--- config.mk ---
export PLATFORM = sky130hd
export DESIGN_NAME = hwpe_stream_deserialize_rr
export DESIGN_NICKNAME = d
export VERILOG_FILES = /design/src/rtl/hwpe_stream_deserialize_rr.sv
export SDC_FILE = /design/constraint.sdc
export NUM_CORES = 1
export LEC_CHECK = 0
export ABC_AREA = 1
export BUFFER_PORTS_ARGS = -buffer_cell sky130_fd_sc_hd__buf_2
export CAP_MARGIN = 20
export CORE_UTILIZATION = 28
export DETAILED_ROUTE_END_ITERATION = 6
export GPL_TIMING_DRIVEN = 0
export PLACE_DENSITY_LB_ADDON = 0.2
export SLEW_MARGIN = 40
export SYNTH_ARGS = -nofsm -noshare
export SYNTH_HDL_FRONTEND = slang
export SYNTH_SLANG_ARGS = --single-unit
--- constraint.sdc ---
create_clock -name clk_i -period 1.7 [get_ports clk_i]
set_input_delay 0.17 -clock clk_i [delete_from_list [all_inputs] [get_ports clk_i]]
set_output_delay 0.17 -clock clk_i [all_outputs]
set_load 0.02 [all_outputs]
--- src/rtl/hwpe_stream_deserialize_rr.sv ---
// Serial-to-parallel HWPE stream distributor: beats from one serial stream are
// dealt round-robin across NB_OUT_STREAMS lanes, nb_contig_m1+1 beats per lane.
module hwpe_stream_deserialize_rr #(
    parameter int unsigned NB_OUT_STREAMS = 4,
    parameter int unsigned DATA_WIDTH     = 32,
    parameter int unsigned STRB_WIDTH     = DATA_WIDTH / 8,
    localparam int unsigned IDX_W         = $clog2(NB_OUT_STREAMS)
) (
    input  logic                                 clk_i,
    input  logic                                 rst_ni,
    input  logic                                 clear_i,
    input  logic [20:0]                          ctrl_i,
    input  logic                                 push_valid_i,
    output logic                                 push_ready_o,
    input  logic [DATA_WIDTH-1:0]                push_data_i,
    input  logic [STRB_WIDTH-1:0]                push_strb_i,
    output logic [NB_OUT_STREAMS-1:0]            pop_valid_o,
    input  logic [NB_OUT_STREAMS-1:0]            pop_ready_i,
    output logic [NB_OUT_STREAMS*DATA_WIDTH-1:0] pop_data_o,
    output logic [NB_OUT_STREAMS*STRB_WIDTH-1:0] pop_strb_o,
    output logic [IDX_W-1:0]                     cur_stream_o,
    output logic                                 wrap_o
);

    typedef struct packed {
        logic [9:0] first_stream;
        logic       clear_serdes_state;
        logic [9:0] nb_contig_m1;
    } ctrl_serdes_t;

    ctrl_serdes_t     ctrl;
    logic [IDX_W-1:0] stream_idx;
    logic [9:0]       contig_cnt;
    logic [IDX_W-1:0] start_idx;
    logic             clear;
    logic             accept;
    logic             lane_done;
    logic             idx_last;

    assign ctrl      = ctrl_i;
    assign clear     = clear_i | ctrl.clear_serdes_state;
    assign start_idx = (11'(ctrl.first_stream) < 11'(NB_OUT_STREAMS))
                       ? ctrl.first_stream[IDX_W-1:0] : '0;

    // Valid/ready: a beat moves when push_valid_i & push_ready_o. Only the
    // selected lane sees valid, which never looks at any ready; clear blocks
    // the handshake in its own cycle so no beat can slip past a restart.
    always_comb begin
        pop_valid_o  = '0;
        push_ready_o = 1'b0;
        if (!clear) begin
            pop_valid_o[stream_idx] = push_valid_i;
            push_ready_o            = pop_ready_i[stream_idx];
        end
    end

    assign pop_data_o = {NB_OUT_STREAMS{push_data_i}};
    assign pop_strb_o = {NB_OUT_STREAMS{push_strb_i}};

    assign accept    = push_valid_i & push_ready_o;
    // Live >= compare: lowering nb_contig_m1 mid-lane moves on at the next beat.
    assign lane_done = (contig_cnt >= ctrl.nb_contig_m1);
    assign idx_last  = (stream_idx == IDX_W'(NB_OUT_STREAMS - 1));

    always_ff @(posedge clk_i) begin
        if (!rst_ni) begin
            stream_idx <= '0;
            contig_cnt <= '0;
            wrap_o     <= 1'b0;
        end else if (clear) begin
            stream_idx <= start_idx;
            contig_cnt <= '0;
            wrap_o     <= 1'b0;
        end else begin
            wrap_o <= 1'b0;
            if (accept) begin
                if (lane_done) begin
                    contig_cnt <= '0;
                    if (idx_last) begin
                        stream_idx <= '0;
                        wrap_o     <= 1'b1;
                    end else begin
                        stream_idx <= stream_idx + 1'b1;
                    end
                end else begin
                    contig_cnt <= contig_cnt + 10'd1;
                end
            end
        end
    end

    assign cur_stream_o = stream_idx;

endmodule

==> results of run 1 <==
cells by family (layout without fill, tap and decap cells):
kind of cell    count (synthesis)  count (layout)  synth area share [%]
simple gates                  106             106                  20.8
buf+inv                       176             361                  53.6
flops                          13              13                  11.5
compound gates                 13              13                  3.33
xor+xnor                        6               6                  2.33
fa+ha+maj                      15              15                  8.33
layer usage:
metal  track usage [%]  share of wire, %
met2              21.7                48
met4              3.13              0.93
met1              13.5                40
met5                 0                 0
met3              3.15                11
final cells by class:
| type | count | share of cell area, % |
|---|---|---|
| plain buffers | 145 | 32.5 |
| multi-input cells | 140 | 24.0 |
| flip-flops and latches | 13 | 7.99 |
| inverters | 31 | 3.46 |
| clock buffers | 4 | 1.34 |
| repair buffers | 181 | 27.0 |
| well taps | 102 | 3.79 |
what timing repair did:
item,CTS,global route
buffers inserted,0,1
endpoints found under the setup margin,11,12
resized for setup,2,10
through the flow:
stage	hold slack [ns]	util, %	std cells
after CTS	0.172	42.9	615
after global placement	0.428	42.3	611
after global routing	0.174	43.3	616
final	0.180	43.3	616
after floorplan	0.291	-	329
after detailed placement	0.439	42.3	611
synth_stat cells (all sizes together):
| library cell | count |
|---|---|
| a21o | 1 |
| a21oi | 9 |
| a31oi | 1 |
| buf | 145 |
| dfxtp | 13 |
| ha | 15 |
| inv | 31 |
| nand2 | 55 |
| nand3 | 14 |
| nand3b | 1 |
| nand4 | 2 |
| nor2 | 30 |
| nor3 | 4 |
| o21ai | 1 |
| o21bai | 1 |
| xor2 | 6 |
registers in the layout, indices dropped and copies added, names as in the netlist:
| name | count |
|---|---|
| contig_cnt | 10 |
| cur_stream_o | 2 |
| wrap_o | 1 |
worst register-to-register path, cell delays in order (launching register included):
cell and delay, ns:
dfxtp_1 0.37, ha_1 0.26, a21o_1 0.19, nor2_2 0.17
nand4_1 0.18, buf_4 0.18, a21oi_1 0.12, nor2_1 0.06
worst paths after layout:
check | start | to | cells after the start
max reg2reg | contig_cnt[9] | cur_stream_o[0] | 7
min reg2reg | contig_cnt[8] | contig_cnt[8] | 2
max | contig_cnt[9] | cur_stream_o[0] | 7
min | rst_ni | cur_stream_o[0] | 3
power by group through the flow:
stage / Clock [mW] / Combinational [mW] / Sequential (mW)
final: 0.275 / 0.791 / 0.317
after global placement: 0 / 0.789 / 0.324
after CTS: 0.288 / 0.797 / 0.317
after floorplan: 0 / 0.577 / 0.327
after global routing: 0.303 / 0.850 / 0.317
after detailed placement: 0 / 0.796 / 0.324
==> impl_metrics.py, run 1 <==
metrics = {
    "run_status": {
        "status": "finished clean",
    },
    "die": {
        "die_x_um": 91.7,
        "dieArea_sq_um": 8410,
        "pin_count": 217,
        "coreArea_sq_um": 7770,
        "fp.dieH_um": 91.7,
        "row_count": 32,
        "initial_core_util_pct": 29.0,
    },
    "clock_network": {
        "postCtsHoldBufs": 0,
        "cts_buffer_depth": 2,
        "clk_latency_ns": 0.24,
        "clk_pin_slew_worst_paths_ns": 0.06,
        "cts_buffers": 3,
        "cts_tree": "done",
        "cts_max_level": 1,
        "clock-sinks": 13,
        "clock-root-buffer": "clkbuf_8",
    },
    "critical_path": {
        "crit_path_max_incr_delay_ns": 0.37,
        "path_buf_inv": 1,
        "critical_path.slowest_cell": "dfxtp_1",
        "crit_family": "simple AND/OR/NAND/NOR gates",
        "crit_path_start_kind": "flop",
        "r2r_slack_ns": 0.08,
        "cp-end-kind": "flop",
        "crit_type": "reg -> reg",
        "critPathRequiredTime_ns": 1.84,
        "cp_data_arrival_time_ns": 1.76,
        "crit_chain": "ha_1, a21o_1, nor2_2, nand4_1, buf_4, a21oi_1, nor2_1",
        "critPathMaxFanout": 4,
    },
    "layout": {
        "fillers": 843,
        "synthToLayoutAreaGrowth_pct": 49.4,
        "postLayoutCellArea_sq_um": 3370,
        "final_common_cell": "buf_2",
        "diodes": 0,
        "final_nets": 595,
        "multi_input_area_sq_um": 807,
        "seq_area_sq_um": 269,
        "drive_gt1_share_pct": 67.9,
        "layout_common_cells": "buf_2 (180), buf_4 (145), nand2_1 (51), inv_1 (29), nor2_1 (26)",
    },
    "timing": {
        "drv_slew": 0,
        "fin_ws_ns": 0.0755,
        "max_freq_ghz": 0.616,
        "rsz0062_at_grt": "false",
        "period_minus_slack_ns": 1.62,
        "fin_crit_sh_pct": 95.6,
        "setup_viol": 0,
        "slew_headroom_pct": 82.6,
        "hold_violations": 0,
        "worst_slew_pin_slew_ns": 0.260,
        "fin_tns_setup_ns": 0,
        "fin_skew_ns": 0.00394,
    },
    "power_and_ir_drop": {
        "peakVddDrop_uv": 216,
        "p_clk_share_pct": 19.9,
        "power_leakage_nw": 2.02,
        "swShare_pct": 37.8,
        "combPwrFrac_pct": 57.2,
        "p_per_area_nw_per_um2": 411,
        "p_seq_share_pct": 22.9,
        "finalPower_mw": 1.38,
        "p_switching_uw": 523,
        "internal_power_uw": 860,
    },
    "placed_design": {
        "gp_congestion": 0.795,
        "placed_area_sq_um": 3280,
        "portBuffers": 180,
        "post-place-ws_ns": -0.0728,
        "dp_hpwl_um": 4750,
    },
    "synthesis": {
        "synthTopCellsByArea": "buf_4 (48%), dfxtp_1 (12%), nand2_1 (8.7%)",
        "synthCells": 329,
        "synth_nets": 409,
        "synth_top_area_cell": "buf_4",
        "synth_cell_types": 21,
        "synth.avg_cell_area_sq_um": 6.85,
        "synth-seq-area-share_pct": 11.5,
        "yosysWarnings": 0,
        "synth_seq_cells": 13,
        "syn_area_sq_um": 2250,
        "synth.top_cell.area_share_pct": 48.0,
    },
    "flow_run": {
        "drv_cap": 0,
    },
    "route": {
        "wl_um": 5360,
        "via_per_inst": 3.80,
        "via_count": 2339,
        "route.detailed.drc": 0,
        "wire_per_inst_um": 8.70,
        "drtIter0Drc": 79,
        "dr.pass1.iters": 4,
        "final_antenna_net_count": 0,
    },
    "global_route": {
        "grt_use_total_pct": 11.8,
        "grt_remaining_overflow": 0,
        "grt_start_max_net_pins": 11,
        "grt_pass1_wl_um": 8340,
        "antenna_found_initial": 0,
        "grt_pass1_vias": 1939,
    },
    "worst_hold_path": {
        "hold_class": "in -> reg",
    },
}
Note: power is estimated with default switching activity, not from simulation.
==> inputs of run 2 (changes only) <==
--- a/config.mk
+++ b/config.mk
@@ -10,7 +10,6 @@
 export CAP_MARGIN = 20
 export CORE_UTILIZATION = 28
 export DETAILED_ROUTE_END_ITERATION = 6
-export GPL_TIMING_DRIVEN = 0
 export PLACE_DENSITY_LB_ADDON = 0.2
 export SLEW_MARGIN = 40
 export SYNTH_ARGS = -nofsm -noshare
==> run 2 against run 1 <==
Effect of this change: critical path depth unchanged; sequential power about the same; largest cell class is now multi-input gates; highest routed layer unchanged; largest power group is now registers; critical endpoint is now contig_cnt[2]; global-route usage down 2.4 points.
==> impl_metrics.py, run 2 (synthesis gave the netlist of run 1 again) <==
metrics = {
    "run_status": {
        "status": "finished clean",
    },
    "power_and_ir_drop": {
        "power_leakage_nw": 0.804,
        "p_per_area_nw_per_um2": 466,
        "peakVddDrop_uv": 147,
    },
    "die": {
        "pin_count": 217,
        "fp.dieH_um": 91.7,
        "row_count": 32,
        "die_x_um": 91.7,
        "initial_core_util_pct": 29.0,
        "coreArea_sq_um": 7770,
        "dieArea_sq_um": 8410,
    },
    "worst_hold_path": {
        "whs_endpoint": "cur_stream_o[0]",
        "hold_start": "rst_ni",
        "holdPathStages": 3,
        "hold_class": "in -> reg",
    },
    "layout": {
        "drive_gt1_share_pct": 28.9,
        "final_nets": 316,
        "largest_reg_flops": 10,
        "top_register": "contig_cnt",
        "final_common_cell": "nand2_1",
        "postLayoutCellArea_sq_um": 1620,
        "fillers": 897,
        "synthToLayoutAreaGrowth_pct": -28.0,
        "layout_common_cells": "nand2_1 (49), buf_2 (36), inv_1 (30), nor2_1 (26), ha_1 (15)",
        "diodes": 0,
    },
    "global_route": {
        "grt_remaining_overflow": 0,
        "antenna_found_initial": 0,
        "grt_start_max_net_pins": 10,
        "grt_pass1_vias": 1341,
        "grt_use_total_pct": 9.48,
        "grt_pass1_wl_um": 6240,
    },
    "timing": {
        "rsz0062_at_grt": "true",
        "whs_ns": 0.197,
        "fin_ws_ns": 0.133,
        "worst_slew_pin_slew_ns": 0.278,
        "max_freq_ghz": 0.638,
        "fin_skew_ns": 0.00389,
        "period_minus_slack_ns": 1.57,
        "setup_viol": 0,
        "fin_tns_setup_ns": 0,
        "hold_violations": 0,
        "fin_crit_sh_pct": 92.2,
        "slew_headroom_pct": 81.4,
        "drv_slew": 0,
    },
    "clock_network": {
        "clock-sinks": 13,
        "cts_buffers": 3,
        "cts_max_level": 1,
        "clk_pin_slew_worst_paths_ns": 0.06,
        "cts_tree": "done",
        "clk_latency_ns": 0.25,
        "clock-root-buffer": "clkbuf_8",
        "cts_buffer_depth": 2,
        "postCtsHoldBufs": 0,
    },
    "critical_path": {
        "r2r_slack_ns": 0.13,
        "rr_worst_depth": 7,
        "crit_path_start_kind": "flop",
        "crit_start": "contig_cnt[9]",
        "r2r_start": "contig_cnt[9]",
        "cp_data_arrival_time_ns": 1.75,
        "cp-end-kind": "flop",
        "critPathMaxFanout": 5,
        "r2r_end": "contig_cnt[2]",
        "crit_type": "reg -> reg",
        "critPathRequiredTime_ns": 1.88,
    },
    "placed_design": {
        "placed_area_sq_um": 1550,
        "post-place-ws_ns": -0.0108,
        "gp_congestion": 0.760,
        "portBuffers": 36,
        "dp_hpwl_um": 3280,
    },
    "route": {
        "drtIter0Drc": 34,
        "route.detailed.drc": 0,
        "final_antenna_net_count": 0,
        "via_count": 1289,
        "dr.pass1.iters": 4,
        "wl_um": 3940,
        "via_per_inst": 3.82,
        "wire_per_inst_um": 11.7,
    },
    "flow_run": {
        "drv_cap": 0,
    },
}
==> run 2: changes by cell type in the layout (fill, tap and decap cells not counted), sizes merged <==
cell	delta
clkinv	+1
clkbuf	-1
buf	-279
==> run 2: worst max-delay path, cell delays in order (launching register included) <==
cell and delay, ns:
dfxtp_2 0.33, ha_1 0.29, a21o_1 0.19, nor2_2 0.13
nand3_1 0.20, inv_1 0.15, nand3_1 0.09, a21oi_1 0.12
==> run 2: what timing repair did <==
| action | in CTS | in global routing |
|---|---|---|
| pin swaps | 0 | 2 |
| setup buffers | 0 | 0 |
| gates resized for setup | 1 | 8 |
| endpoints found under the setup margin | 5 | 12 |
==> run 2: stage by stage <==
| step | power [mW] | util (%) | cells |
|---|---|---|---|
| 2_1_floorplan | 0.904 | - | 329 |
| 3_3_place_gp | 0.479 | 20.0 | 333 |
| 3_5_place_dp | 0.477 | 20.0 | 333 |
| 4_1_cts | 0.768 | 20.6 | 337 |
| 5_1_grt | 0.799 | 20.9 | 337 |
| 6_report | 0.757 | 20.9 | 337 |
==> run 2: worst max-delay path by stage <==
stage                          end  slack [ns]  cells past startpoint
floorplan           pop_valid_o[3]        0.21                      3
global placement     contig_cnt[3]       -0.01                      9
detailed placement   contig_cnt[3]       -0.01                      9
CTS                  contig_cnt[3]       0.006                      7
global route         contig_cnt[8]       -0.03                      8
finish               contig_cnt[2]        0.13                      7
==> run 2: metal layers <==
metal  up-vias  part of all wire, %  track usage [%]
li1        672                    -                -
met1       521                   44             11.5
met2        71                   42             14.3
met3        25                   11             3.32
met4         0                  3.3             5.86
met5         -                    0                0
==> run 2: where the power goes <==
group,switching [mW],internal (mW)
clock,0.122,0.162
combinational,0.0904,0.0651
sequential,0.00807,0.309
==> run 2: cell type report <==
type	count	area (sq um)	area share (%)
multi-input cells	140	805	49.6
flip-flops and latches	13	265	16.3
repair buffers	47	263	16.2
well taps	102	128	7.86
inverters	31	116	7.17
clock buffers	3	41.3	2.54
clock inverters	1	5.00	0.308
==> inputs of run 3 (changes only) <==
--- a/config.mk
+++ b/config.mk
@@ -8,8 +8,9 @@
 export ABC_AREA = 1
 export BUFFER_PORTS_ARGS = -buffer_cell sky130_fd_sc_hd__buf_2
 export CAP_MARGIN = 20
-export CORE_UTILIZATION = 28
+export CORE_AREA = 2 2 85 87
 export DETAILED_ROUTE_END_ITERATION = 6
+export DIE_AREA = 0 0 87 89
 export PLACE_DENSITY_LB_ADDON = 0.2
 export SLEW_MARGIN = 40
 export SYNTH_ARGS = -nofsm -noshare
==> run 3 against run 2 <==
Effect of this change: global-route usage is 0.70 points higher; final area is 3.0% lower; cell count is 6.8% lower; sequential share of layout area is 0.51 points higher; via count hardly changed; worst hold slack worse by 0.012 ns; count of clock-buffer cells in the layout is 1 higher; critical endpoint is now contig_cnt[0]; non-clock buffer count is 1 lower; power is 1.6% higher; critical path depth stayed put.
==> impl_metrics.py, run 3 (synthesis gave the netlist of run 1 again) <==
metrics = {
    "run_status": {
        "status": "finished clean",
    },
    "global_route": {
        "grt_use_total_pct": 10.2,
        "grt_pass1_wl_um": 6070,
        "antenna_found_initial": 0,
        "grt_pass1_vias": 1318,
        "grt_start_max_net_pins": 8,
        "grt_remaining_overflow": 0,
    },
    "die": {
        "pin_count": 217,
        "row_count": 30,
        "initial_core_util_pct": 33.5,
        "coreArea_sq_um": 6720,
        "dieArea_sq_um": 7740,
        "die_x_um": 87,
        "fp.dieH_um": 89,
    },
    "critical_path": {
        "crit_path_start_kind": "flop",
        "cp_data_arrival_time_ns": 1.77,
        "cp-end-kind": "flop",
        "critPathMaxFanout": 4,
        "r2r_slack_ns": 0.11,
        "critPathRequiredTime_ns": 1.89,
        "crit_type": "reg -> reg",
    },
    "route": {
        "dr.pass1.iters": 4,
        "via_per_inst": 4.11,
        "drtIter0Drc": 54,
        "final_antenna_net_count": 0,
        "wl_um": 3760,
        "wire_per_inst_um": 12.0,
        "route.detailed.drc": 0,
        "via_count": 1290,
    },
    "layout": {
        "seq_area_sq_um": 265,
        "final_common_cell": "nand2_1",
        "diodes": 0,
        "fillers": 754,
        "largest_reg_flops": 10,
        "final_nets": 315,
        "top_register": "contig_cnt",
        "layout_common_cells": "nand2_1 (51), buf_2 (36), inv_1 (29), nor2_1 (25), ha_1 (15)",
        "synthToLayoutAreaGrowth_pct": -30.1,
        "fin_cells": 314,
        "multi_input_area_sq_um": 792,
        "drive_gt1_share_pct": 28.6,
    },
    "power_and_ir_drop": {
        "power_leakage_nw": 0.790,
        "finalPower_uw": 769,
        "peakVddDrop_uv": 190,
        "p_per_area_nw_per_um2": 488,
    },
    "timing": {
        "setup_viol": 0,
        "fin_crit_sh_pct": 93.5,
        "fin_ws_ns": 0.111,
        "rsz0062_at_grt": "true",
        "period_minus_slack_ns": 1.59,
        "hold_violations": 0,
        "slew_headroom_pct": 83.7,
        "max_freq_ghz": 0.629,
        "fin_skew_ns": 0.00474,
        "drv_slew": 0,
        "whs_ns": 0.185,
        "worst_slew_pin_slew_ns": 0.242,
    },
    "placed_design": {
        "gp_congestion": 0.790,
        "portBuffers": 36,
        "dp.cells": 310,
        "dp_hpwl_um": 3100,
        "post-place-ws_ns": 0.0180,
    },
    "clock_network": {
        "post_cts_buffers": 0,
        "cts_buffer_depth": 2,
        "clk_pin_slew_worst_paths_ns": 0.06,
        "postCtsHoldBufs": 0,
        "clk_latency_ns": 0.25,
        "clock-sinks": 13,
        "cts_max_level": 1,
        "cts_buffers": 3,
        "clock-root-buffer": "clkbuf_8",
        "cts_tree": "done",
    },
    "worst_hold_path": {
        "hold_class": "in -> reg",
    },
    "flow_run": {
        "drv_cap": 0,
    },
}
run 3: cell types whose count changed in the layout (fill, tap and decap cells not counted), sizes merged:
| cell | delta |
|---|---|
| buf | -1 |
| clkbuf | +1 |
| clkinv | -1 |
run 3: routing by layer:
| metal | track usage, % | vias to the layer above | routed length, um |
|---|---|---|---|
| li1 | - | 673 | - |
| met1 | 12.6 | 540 | 1650 |
| met2 | 14.6 | 55 | 1540 |
| met3 | 2.95 | 22 | 387 |
| met4 | 8.10 | 0 | 182 |
| met5 | 0 | - | 0 |
run 3: where the power goes:
part           internal [mW]  switching [mW]  total [mW]
clock                  0.166           0.131       0.297
combinational         0.0661          0.0904       0.157
sequential             0.309         0.00574       0.315
run 3: worst paths after layout:
path	end	depth (start not counted)	startpoint
worst max register to register	contig_cnt[0]	7	contig_cnt[9]
worst max-delay path	contig_cnt[0]	7	contig_cnt[9]
worst min register to register	contig_cnt[9]	2	contig_cnt[9]
worst min-delay path	cur_stream_o[0]	3	rst_ni
run 3: cell type report:
class | count | area share [%]
Clock buffer | 4 | 2.86
Timing Repair Buffer | 46 | 16.2
Multi-Input combinational cell | 140 | 50.3
Tap cell | 80 | 6.36
Inverter | 31 | 7.39
Sequential cell | 13 | 16.9
run 3: timing repair:
item / in CTS / in global routing
hold endpoints to repair: 0 / 0
gates resized for setup: 0 / 8
endpoints found under the setup margin: 0 / 12
run 3: critical path, cell delays in order (launching register included):
cell     delay (ns)
dfxtp_2        0.34
ha_1           0.29
a21o_1         0.19
nor2_2         0.14
nand4_1        0.20
nand2_1        0.16
nand2_2        0.10
nor2_1         0.11
run 3: per-stage QoR:
step           area [sq um]  util (%)  TNS (ns)
3_5_place_dp           1520      22.6         0
2_1_floorplan          2250         -         0
3_3_place_gp           1520      22.6         0
6_report               1570      23.4         0
4_1_cts                1560      23.2         0
5_1_grt                1570      23.4   -0.0336
